--- config.mk ---
export PLATFORM = sky130hd
export DESIGN_NAME = fetch_unit
export DESIGN_NICKNAME = d
export VERILOG_FILES = /design/src/rtl/fetch_unit.sv
export SDC_FILE = /design/constraint.sdc
export NUM_CORES = 1
export LEC_CHECK = 0
export CELL_PAD_IN_SITES_DETAIL_PLACEMENT = 1
export CELL_PAD_IN_SITES_GLOBAL_PLACEMENT = 2
export CORE_MARGIN = 2
export CORE_UTILIZATION = 28
export CTS_BUF_LIST = sky130_fd_sc_hd__clkbuf_8
export DETAILED_ROUTE_END_ITERATION = 10
export GPL_ROUTABILITY_DRIVEN = 0
export GPL_TIMING_DRIVEN = 0
export PLACE_DENSITY_LB_ADDON = 0.1
export SETUP_SLACK_MARGIN = 0.1
export SYNTH_ARGS = -nofsm -noshare
export SYNTH_HDL_FRONTEND = slang
export SYNTH_SLANG_ARGS = --single-unit
export TNS_END_PERCENT = 20
--- constraint.sdc ---
create_clock -name clk -period 2.1 [get_ports clk]
set_input_delay 0.525 -clock clk [delete_from_list [all_inputs] [get_ports clk]]
set_output_delay 0.525 -clock clk [all_outputs]
set_load 0.02 [all_outputs]
--- src/rtl/fetch_unit.sv ---
// Instruction fetch unit: requests one word at a time from instruction memory,
// presents it to the decoder, counts retired words, and halts on a debug event.
module fetch_unit #(
  parameter logic [31:0] RESET_PC = 32'h0000_0000
) (
  input  logic        clk,
  input  logic        rst_n,
  output logic        imem_req,
  output logic [31:0] imem_addr,
  input  logic        imem_ack,
  input  logic [31:0] imem_rdata,
  output logic [31:0] instruction,
  output logic        instr_valid,
  input  logic        instr_ready,
  input  logic [1:0]  debug,
  input  logic        resume,
  output logic [31:0] pc,
  output logic        halted,
  output logic [1:0]  halt_cause,
  output logic [31:0] retired
);

  typedef enum logic [1:0] {StFetch, StIssue, StHalt} state_e;

  state_e      state_q, state_d;
  // Low during reset and until the first clock edge after release; gates the first request.
  logic        run_q;
  logic [31:0] pc_q, pc_d;
  logic [31:0] instr_q, instr_d;
  logic [31:0] retired_q, retired_d;
  logic [1:0]  cause_q, cause_d;

  logic fetch_done;
  logic accept;

  assign fetch_done = run_q && (state_q == StFetch) && imem_ack;
  assign accept     = (state_q == StIssue) && instr_ready;

  // State and datapath registers, asynchronously reset.
  always_ff @(posedge clk or negedge rst_n) begin
    if (!rst_n) begin
      state_q   <= StFetch;
      run_q     <= 1'b0;
      pc_q      <= RESET_PC;
      instr_q   <= 32'h0;
      retired_q <= 32'h0;
      cause_q   <= 2'b00;
    end else begin
      state_q   <= state_d;
      run_q     <= 1'b1;
      pc_q      <= pc_d;
      instr_q   <= instr_d;
      retired_q <= retired_d;
      cause_q   <= cause_d;
    end
  end

  // Next-state logic.
  always_comb begin
    state_d = state_q;
    unique case (state_q)
      StFetch: if (fetch_done) state_d = StIssue;
      StIssue: if (instr_ready) state_d = (debug == 2'b00) ? StFetch : StHalt;
      StHalt:  if (resume) state_d = StFetch;
      default: state_d = StFetch;
    endcase
  end

  // Datapath next values: capture on ack, advance pc and count on accept.
  always_comb begin
    pc_d      = pc_q;
    instr_d   = instr_q;
    retired_d = retired_q;
    cause_d   = cause_q;
    if (fetch_done) begin
      instr_d = imem_rdata;
    end
    if (accept) begin
      pc_d      = pc_q + 32'd4;
      retired_d = retired_q + 32'd1;
      // Code 11 is undefined and is treated as a failure.
      if (debug != 2'b00) begin
        cause_d = (debug == 2'b01) ? 2'b01 : 2'b10;
      end
    end
  end

  // Outputs decoded from registered state only.
  always_comb begin
    imem_req    = run_q && (state_q == StFetch);
    imem_addr   = {pc_q[31:2], 2'b00};
    instr_valid = (state_q == StIssue);
    halted      = (state_q == StHalt);
    instruction = instr_q;
    pc          = pc_q;
    halt_cause  = cause_q;
    retired     = retired_q;
  end

endmodule

==> results of run 1 <==
registers in the layout, summed over array words and instances, names as in the netlist:
register,count
halt_cause,2
state_q,2
pc,30
instruction,32
retired,32
run_q,1
cell type report:
cell class	count	area (um^2)
timing repair buffer	170	1620
tap	188	235
clock inverter	4	47.5
clock buffer	12	165
multi-input combinational	218	1660
inverter	3	11.3
sequential	99	2490
buffer	39	282
fill	1626	8690
kinds of logic (layout without fill, tap and decap cells):
logic type | count (synthesis) | after routing | synth area share (%)
buffers and inverters | 42 | 228 | 6.61
adders and majority gates | 2 | 2 | 0.572
other | 2 | 5 | 0.172
DFF | 99 | 99 | 56.7
and+or+nand+nor | 114 | 114 | 14.9
muxes | 32 | 32 | 8.24
xor gates and xnor gates | 60 | 60 | 12.0
AOI/OAI and AO/OA | 5 | 5 | 0.802
worst max-delay path, cell delays in order (launching register included):
cell and delay (ns):
sky130_fd_sc_hd__dfrtp_2 0.44, sky130_fd_sc_hd__buf_4 0.12, sky130_fd_sc_hd__clkdlybuf4s50_1 0.59
how the worst max path moves through the flow:
stage,from,end,cells past startpoint
after floorplan,pc[2],pc[30],6
after global placement,rst_n,retired[19],1
after detailed placement,instr_ready,pc[23],6
after CTS,pc[9],pc[9],2
after global routing,pc[9],pc[9],2
final,pc[9],pc[9],2
stage by stage:
| stage | total power [mW] | worst slack [ns] | setup TNS (ns) | hold WS, ns | area (um^2) |
|---|---|---|---|---|---|
| floorplan | 3.32 | 0.203 | 0 | 0.229 | 4390 |
| global placement | 4.24 | -3.47 | -362.20 | 0.463 | 6290 |
| detailed placement | 4.28 | -0.645 | -21.41 | 0.475 | 6320 |
| CTS | 5.60 | 0.0235 | 0 | 0.196 | 6520 |
| global route | 5.83 | 0.00666 | 0 | 0.220 | 6520 |
| finish | 5.50 | 0.0699 | 0 | 0.177 | 6520 |
layer usage:
metal | share of wire, % | GRT usage (%)
met5 | 0 | 0
met4 | 1.5 | 5.31
met3 | 5.4 | 3.45
met1 | 47 | 18.8
met2 | 46 | 22.0
power breakdown:
part | internal (mW) | switching (mW) | total (mW)
Clock | 0.646 | 0.659 | 1.30
Sequential | 2.21 | 0.243 | 2.46
Combinational | 0.905 | 0.831 | 1.74
Total | 3.76 | 1.73 | 5.50
cells in the final DEF, fill, tap and decap left out, types with 2 or more instances in the layout:
master and instances:
sky130_fd_sc_hd__dfrtp_2 13, sky130_fd_sc_hd__mux2_2 32, sky130_fd_sc_hd__buf_2 2, sky130_fd_sc_hd__conb_1 5, sky130_fd_sc_hd__nand3_1 21, sky130_fd_sc_hd__dfrtp_1 86
sky130_fd_sc_hd__ha_1 2, sky130_fd_sc_hd__nand2_1 33, sky130_fd_sc_hd__clkbuf_2 2, sky130_fd_sc_hd__inv_1 3, sky130_fd_sc_hd__dlygate4sd2_1 15, sky130_fd_sc_hd__and4_1 5
sky130_fd_sc_hd__buf_4 66, sky130_fd_sc_hd__xnor2_1 45, sky130_fd_sc_hd__nor3_1 4, sky130_fd_sc_hd__nor2_1 11, sky130_fd_sc_hd__nor4_4 2, sky130_fd_sc_hd__xor2_1 15
sky130_fd_sc_hd__nand4_1 9, sky130_fd_sc_hd__a21oi_1 2, sky130_fd_sc_hd__clkbuf_8 12, sky130_fd_sc_hd__nor3_4 2, sky130_fd_sc_hd__clkinv_2 2, sky130_fd_sc_hd__and3_1 12
sky130_fd_sc_hd__clkdlybuf4s50_1 121
repair_timing:
| item | CTS | global route |
|---|---|---|
| buffers inserted | 2 | 0 |
| gates resized for setup | 67 | 4 |
| endpoints found under the hold margin | 0 | 0 |
| gates cloned | 0 | 0 |
| endpoints found under the setup margin | 98 | 66 |
| pin swaps | 1 | 0 |
==> impl_results.md, run 1 <==
- Pwr Density: 844 nW/um^2
- Wirelength per Cell: 15.3 um
- Min cycle time layout: 2.03 ns
- GRT Residual Overflow: 0
- Horiz. Die Dim: 129 um
- Avg Inst Size Synth: 12.3 um^2
- Unique masters post-synth: 37
- Asr flop ratio synth: 100%
- First-pass DRT Iterations: 2
- Worst ir drop on vdd: 0.462 mV
- Flops & latches, synth: 99
- Count of antenna-violating nets left after detailed routing: 0
- Post-CTS Hold Buffers: 0
- Placeable core region: 15200 um^2
- Final cell count without fillers: 733
- Lkg Pwr: 3.01 nW
- Global-route wire length before repair: 18100 um
- Post-route clock skew: 0.0112 ns
- Final net count: 581
- Slew of the pin with the lowest slew margin: 0.659 ns
- CP Max Fanout: 7
- Root buf cell: sky130_fd_sc_hd__clkbuf_8
- Total number of placement rows: 45
- Full die area: 16600 um^2
- Setup CP Type: flip-flop to output pin
- Maximum operating frequency: 493 MHz
- Length in cells of the worst reg-to-reg path: 5
- Most common cell in the synthesized netlist: sky130_fd_sc_hd__dfrtp_1
- Sequential area share after synthesis: 56.7%
- Die Y: 129 um
- Detailed Route WL: 11200 um
- Number of hold violations in the final report: 0
- Commonest cells in the netlist: 99 x sky130_fd_sc_hd__dfrtp_1, 45 x sky130_fd_sc_hd__xnor2_1, 34 x sky130_fd_sc_hd__buf_4, 33 x sky130_fd_sc_hd__nand2_1, 32 x sky130_fd_sc_hd__mux2_2
- Insertion delay of the later-clocked pin in the worst-skew pair: 0.36 ns
- Port Buffer Count: 167
- Endpoint of the worst register-to-register path: pc[31]
- Final count of pins violating max slew: 0
- Maximum clock path buffer count: 2
- Post-DP HPWL: 8460 um
- Starting density of the core: 28.8%
- Cell count after placement: 715
- Slew HR: 56.1%
- Final Core Density: 42.9%
- TritonCTS Buffers: 9
- Overall routing resource usage: 14.0%
- Final worst path period share: 96.7%
- Cell Area, Synth: 4370 um^2
- Count of boundary I/O pins: 172
- Setup repair after global routing missed its margin: true
- Maximum number of pins on one net before global-route repair: 53
- Fraction of post-synthesis cell area in the top cell type by area: 56.7%
- Most used DFF post-synth: sky130_fd_sc_hd__dfrtp_1
- Ratio of cells with drive above 1 in the final layout: 26.8%
- Arrival @ worst endpoint: 1.51 ns
- Vias: 3245
- Number of antenna violations at the first check in global routing: 0
- Number of remaining DRC errors: 0
- Number of vias per cell: 4.43
- Post-synthesis instance total: 356
- Result of the run: completed
- Top cells by area, synth: sky130_fd_sc_hd__dfrtp_1 57%, sky130_fd_sc_hd__xnor2_1 9.0%, sky130_fd_sc_hd__mux2_2 8.2%
- Setup slack on the worst flop-to-flop path: 0.19 ns
- Area Overhead vs Synth: 49.0%
- Clock transition time at the flip-flop clock pins of the worst setup and hold paths: 0.09 ns
- Warning count from the yosys run: 0
- Depth of the CTS H-tree: 3
- Reg-to-reg startpoint: state_q[1]
- Clock tree from TritonCTS: done
- Most area-hungry cell type in the Yosys netlist: sky130_fd_sc_hd__dfrtp_1
- Required arrival time at the worst endpoint: 1.57 ns
- Worst Setup Start Kind: flip-flop
- Vias in the first global route: 3407
- Antenna Diode Count: 0
- Setup crit end kind: output pin
- Worst min-delay path category: input port to async pin
- Total of endpoints with negative setup slack in the final report: 0
- Number of clock sinks: 99
- EDFF count, synth: 0
- Number of design-rule violations left by the first detailed-router iteration: 48
- Max Cap Violations: 0
(Power assumes the default switching activity.)
==> inputs of run 2 (changes only) <==
--- a/config.mk
+++ b/config.mk
@@ -10,6 +10,7 @@
 export CORE_MARGIN = 2
 export CORE_UTILIZATION = 28
 export CTS_BUF_LIST = sky130_fd_sc_hd__clkbuf_8
+export CTS_CLUSTER_SIZE = 24
 export DETAILED_ROUTE_END_ITERATION = 10
 export GPL_ROUTABILITY_DRIVEN = 0
 export GPL_TIMING_DRIVEN = 0
==> results of run 2 <==
Final layout, timing and power as in run 1 (identical DEF).
==> inputs of run 3 (changes only) <==
--- a/config.mk
+++ b/config.mk
@@ -15,7 +15,7 @@
 export GPL_ROUTABILITY_DRIVEN = 0
 export GPL_TIMING_DRIVEN = 0
 export PLACE_DENSITY_LB_ADDON = 0.1
-export SETUP_SLACK_MARGIN = 0.1
+export SETUP_SLACK_MARGIN = 0.3
 export SYNTH_ARGS = -nofsm -noshare
 export SYNTH_HDL_FRONTEND = slang
 export SYNTH_SLANG_ARGS = --single-unit
==> run 3 against run 2 <==
  * Clock skew increased by 0.00076 ns
  * Utilization grew 2.2 points
  * Critical path type unchanged
  * Worst setup slack improved by 0.039 ns
  * Clock power is 4% lower
  * Final area rose by 5.1%
  * Global-route usage about the same
==> impl_results.md, run 3 (synthesis gave the netlist of run 1 again) <==
- Number of antenna violations at the first check in global routing: 1 (+1)
- Top library cells by usage in the layout, fill and taps aside: 128 x sky130_fd_sc_hd__clkdlybuf4s50_1, 88 x sky130_fd_sc_hd__dfrtp_1, 63 x sky130_fd_sc_hd__buf_4, 45 x sky130_fd_sc_hd__xnor2_1
- Post-DP HPWL: 8330 um (-1.6%)
- Total of endpoints with negative setup slack in the final report: 0 (unchanged)
- Setup slack on the worst flop-to-flop path: 0.22 ns (+0.03 ns)
- Insertion delay of the later-clocked pin in the worst-skew pair: 0.37 ns (about the same)
- Starting density of the core: 28.8% (unchanged)
- Area Overhead vs Synth: 56.6%
- Count of boundary I/O pins: 172 (unchanged)
- Total number of placement rows: 45 (unchanged)
- Port Buffer Count: 167 (unchanged)
- Worst setup path startpoint: pc[17]
- Combined buffer and inverter count along the critical path: 2 (unchanged)
- Result of the run: completed
- Fill cell instance count of the final layout: 1648 (+1.4%)
- Ratio of cells with drive above 1 in the final layout: 25.9% (-0.87 points)
- Horiz. Die Dim: 129 um (unchanged)
- Detailed Route WL: 11200 um (+0.13%)
- Length in cells of the worst reg-to-reg path: 6 (+1)
- Overall routing resource usage: 14.0% (+0.015 points)
- Final net count: 608 (+4.6%)
- Setup CP Type: flip-flop to output pin
- Placeable core region: 15200 um^2 (unchanged)
- Count of antenna-violating nets left after detailed routing: 0 (unchanged)
- Cell area after layout: 6850 um^2 (+5.1%)
- Final setup slack of the worst path: 0.109 ns (+0.0392 ns)
- GRT Residual Overflow: 0 (unchanged)
- Critical path cell sequence: buf_4, clkdlybuf4s50_1
- Power, Total: 5.53 mW (+0.65%)
- Global-route wire length before repair: 18200 um (+0.57%)
- Full die area: 16600 um^2 (unchanged)
- TritonCTS Buffers: 9 (unchanged)
- Pre-CTS setup slack: -0.610 ns (+0.0353 ns)
- Post-route clock skew: 0.0119 ns (+0.000760 ns)
- Vias in the first global route: 3533 (+3.7%)
- Slew of the pin with the lowest slew margin: 0.653 ns (-0.00569 ns)
- Maximum number of pins on one net before global-route repair: 53 (unchanged)
- Number of clock sinks: 99 (unchanged)
- CP Max Fanout: 4 (-3)
- Wirelength per Cell: 14.8 um (-3.4%)
- Vias: 3366 (+3.7%)
- Slew HR: 56.4% (+0.38 points)
- Number of vias per cell: 4.43 (about the same)
- Post-place instance area: 6330 um^2 (+0.22%)
- Setup crit end kind: output pin
- Endpoint of the worst register-to-register path: pc[26]
- Worst min-delay path category: input port to async pin
- Setup repair after global routing missed its margin: true
- Multi-input gate area in the final layout: 1720 um^2 (+3.2%)
- Stage delay of the slowest cell on the critical path: 0.59 ns (about the same)
- Arrival @ worst endpoint: 1.47 ns (-0.04 ns)
- Required arrival time at the worst endpoint: 1.57 ns (about the same)
- Number of design-rule violations left by the first detailed-router iteration: 64 (+33%)
- Maximum clock path buffer count: 2 (unchanged)
- Final count of pins violating max slew: 0 (unchanged)
- Max Cap Violations: 0 (unchanged)
- Reg-to-reg startpoint: pc[3]
- Number of remaining DRC errors: 0 (unchanged)
- Most common cell after layout, fill and taps aside: sky130_fd_sc_hd__clkdlybuf4s50_1
- Min cycle time layout: 1.99 ns (-0.0392 ns)
- Lkg Pwr: 3.40 nW (+13%)
- Number of hold violations in the final report: 0 (unchanged)
- Clock transition time at the flip-flop clock pins of the worst setup and hold paths: 0.10 ns (about the same)
- Cell type group with the largest total delay on the critical path: buffers and inverters
- Storage cell area: 2490 um^2 (-0.10%)
- Die Y: 129 um (unchanged)
- Depth of the CTS H-tree: 3 (unchanged)
- Pwr Density: 808 nW/um^2 (-4.2%)
- Slowest CP cell: sky130_fd_sc_hd__clkdlybuf4s50_1
- Worst ir drop on vdd: 0.487 mV (+5.4%)
- First-pass DRT Iterations: 4 (+2)
- Maximum operating frequency: 502 MHz (+2.0%)
- Final worst path period share: 94.8% (-1.9 points)
- Worst Setup Start Kind: flip-flop
- WHS: 0.183 ns (+0.00638 ns)
- Clock tree from TritonCTS: done
- Root buf cell: sky130_fd_sc_hd__clkbuf_8
==> run 3: cell count changes in the layout (fill, tap and decap cells not counted), moves of 3 or more <==
cell and change:
sky130_fd_sc_hd__buf_2 +3, sky130_fd_sc_hd__clkdlybuf4s50_1 +7, sky130_fd_sc_hd__buf_4 -3, sky130_fd_sc_hd__dlymetal6s2s_1 +12
sky130_fd_sc_hd__buf_6 +4, sky130_fd_sc_hd__dlygate4sd2_1 +5
==> run 3: how the worst max path moves through the flow <==
stage	cells after the start	endpoint
final	2	pc[17]
after global routing	2	pc[17]
after CTS	2	pc[21]
after detailed placement	6	pc[21]
after global placement	1	pc[2]
after floorplan	5	instruction[10]
==> run 3: report_power, final <==
group / switching [mW] / internal (mW) / total (mW)
sequential: 0.239 / 2.21 / 2.45
clock: 0.649 / 0.601 / 1.25
combinational: 0.866 / 0.964 / 1.83
==> run 3: layout make-up <==
cell class              count  share of cell area [%]
well taps                 188                    3.44
diodes                      1                  0.0365
flip-flops and latches     99                    36.4
multi-input cells         218                    25.1
clock buffers              11                    2.21
inverters                   3                   0.164
repair buffers            197                    27.7
clock inverters             4                   0.621
plain buffers              39                    4.35
==> run 3: per-layer routing <==
| metal | vias up | wire length (um) | global-route usage, % |
|---|---|---|---|
| li1 | 1586 | - | - |
| met1 | 1668 | 4910 | 17.8 |
| met2 | 102 | 5350 | 22.5 |
| met3 | 10 | 811 | 4.49 |
| met4 | 0 | 150 | 5.18 |
| met5 | - | 0 | 0 |
==> run 3: stage by stage <==
| step | util (%) | setup TNS (ns) | instances |
|---|---|---|---|
| floorplan | - | 0 | 359 |
| global placement | 41.5 | -368.17 | 714 |
| detailed placement | 41.7 | -19.92 | 715 |
| CTS | 44.6 | 0 | 757 |
| global route | 45.0 | 0 | 760 |
| finish | 45.0 | 0 | 760 |
==> run 3: what timing repair did <==
item / CTS / global route
resized for setup: 67 / 23
hold buffers: 0 / 0
pin swaps: 5 / 0
buffers inserted: 27 / 2
endpoints found under the setup margin: 198 / 172
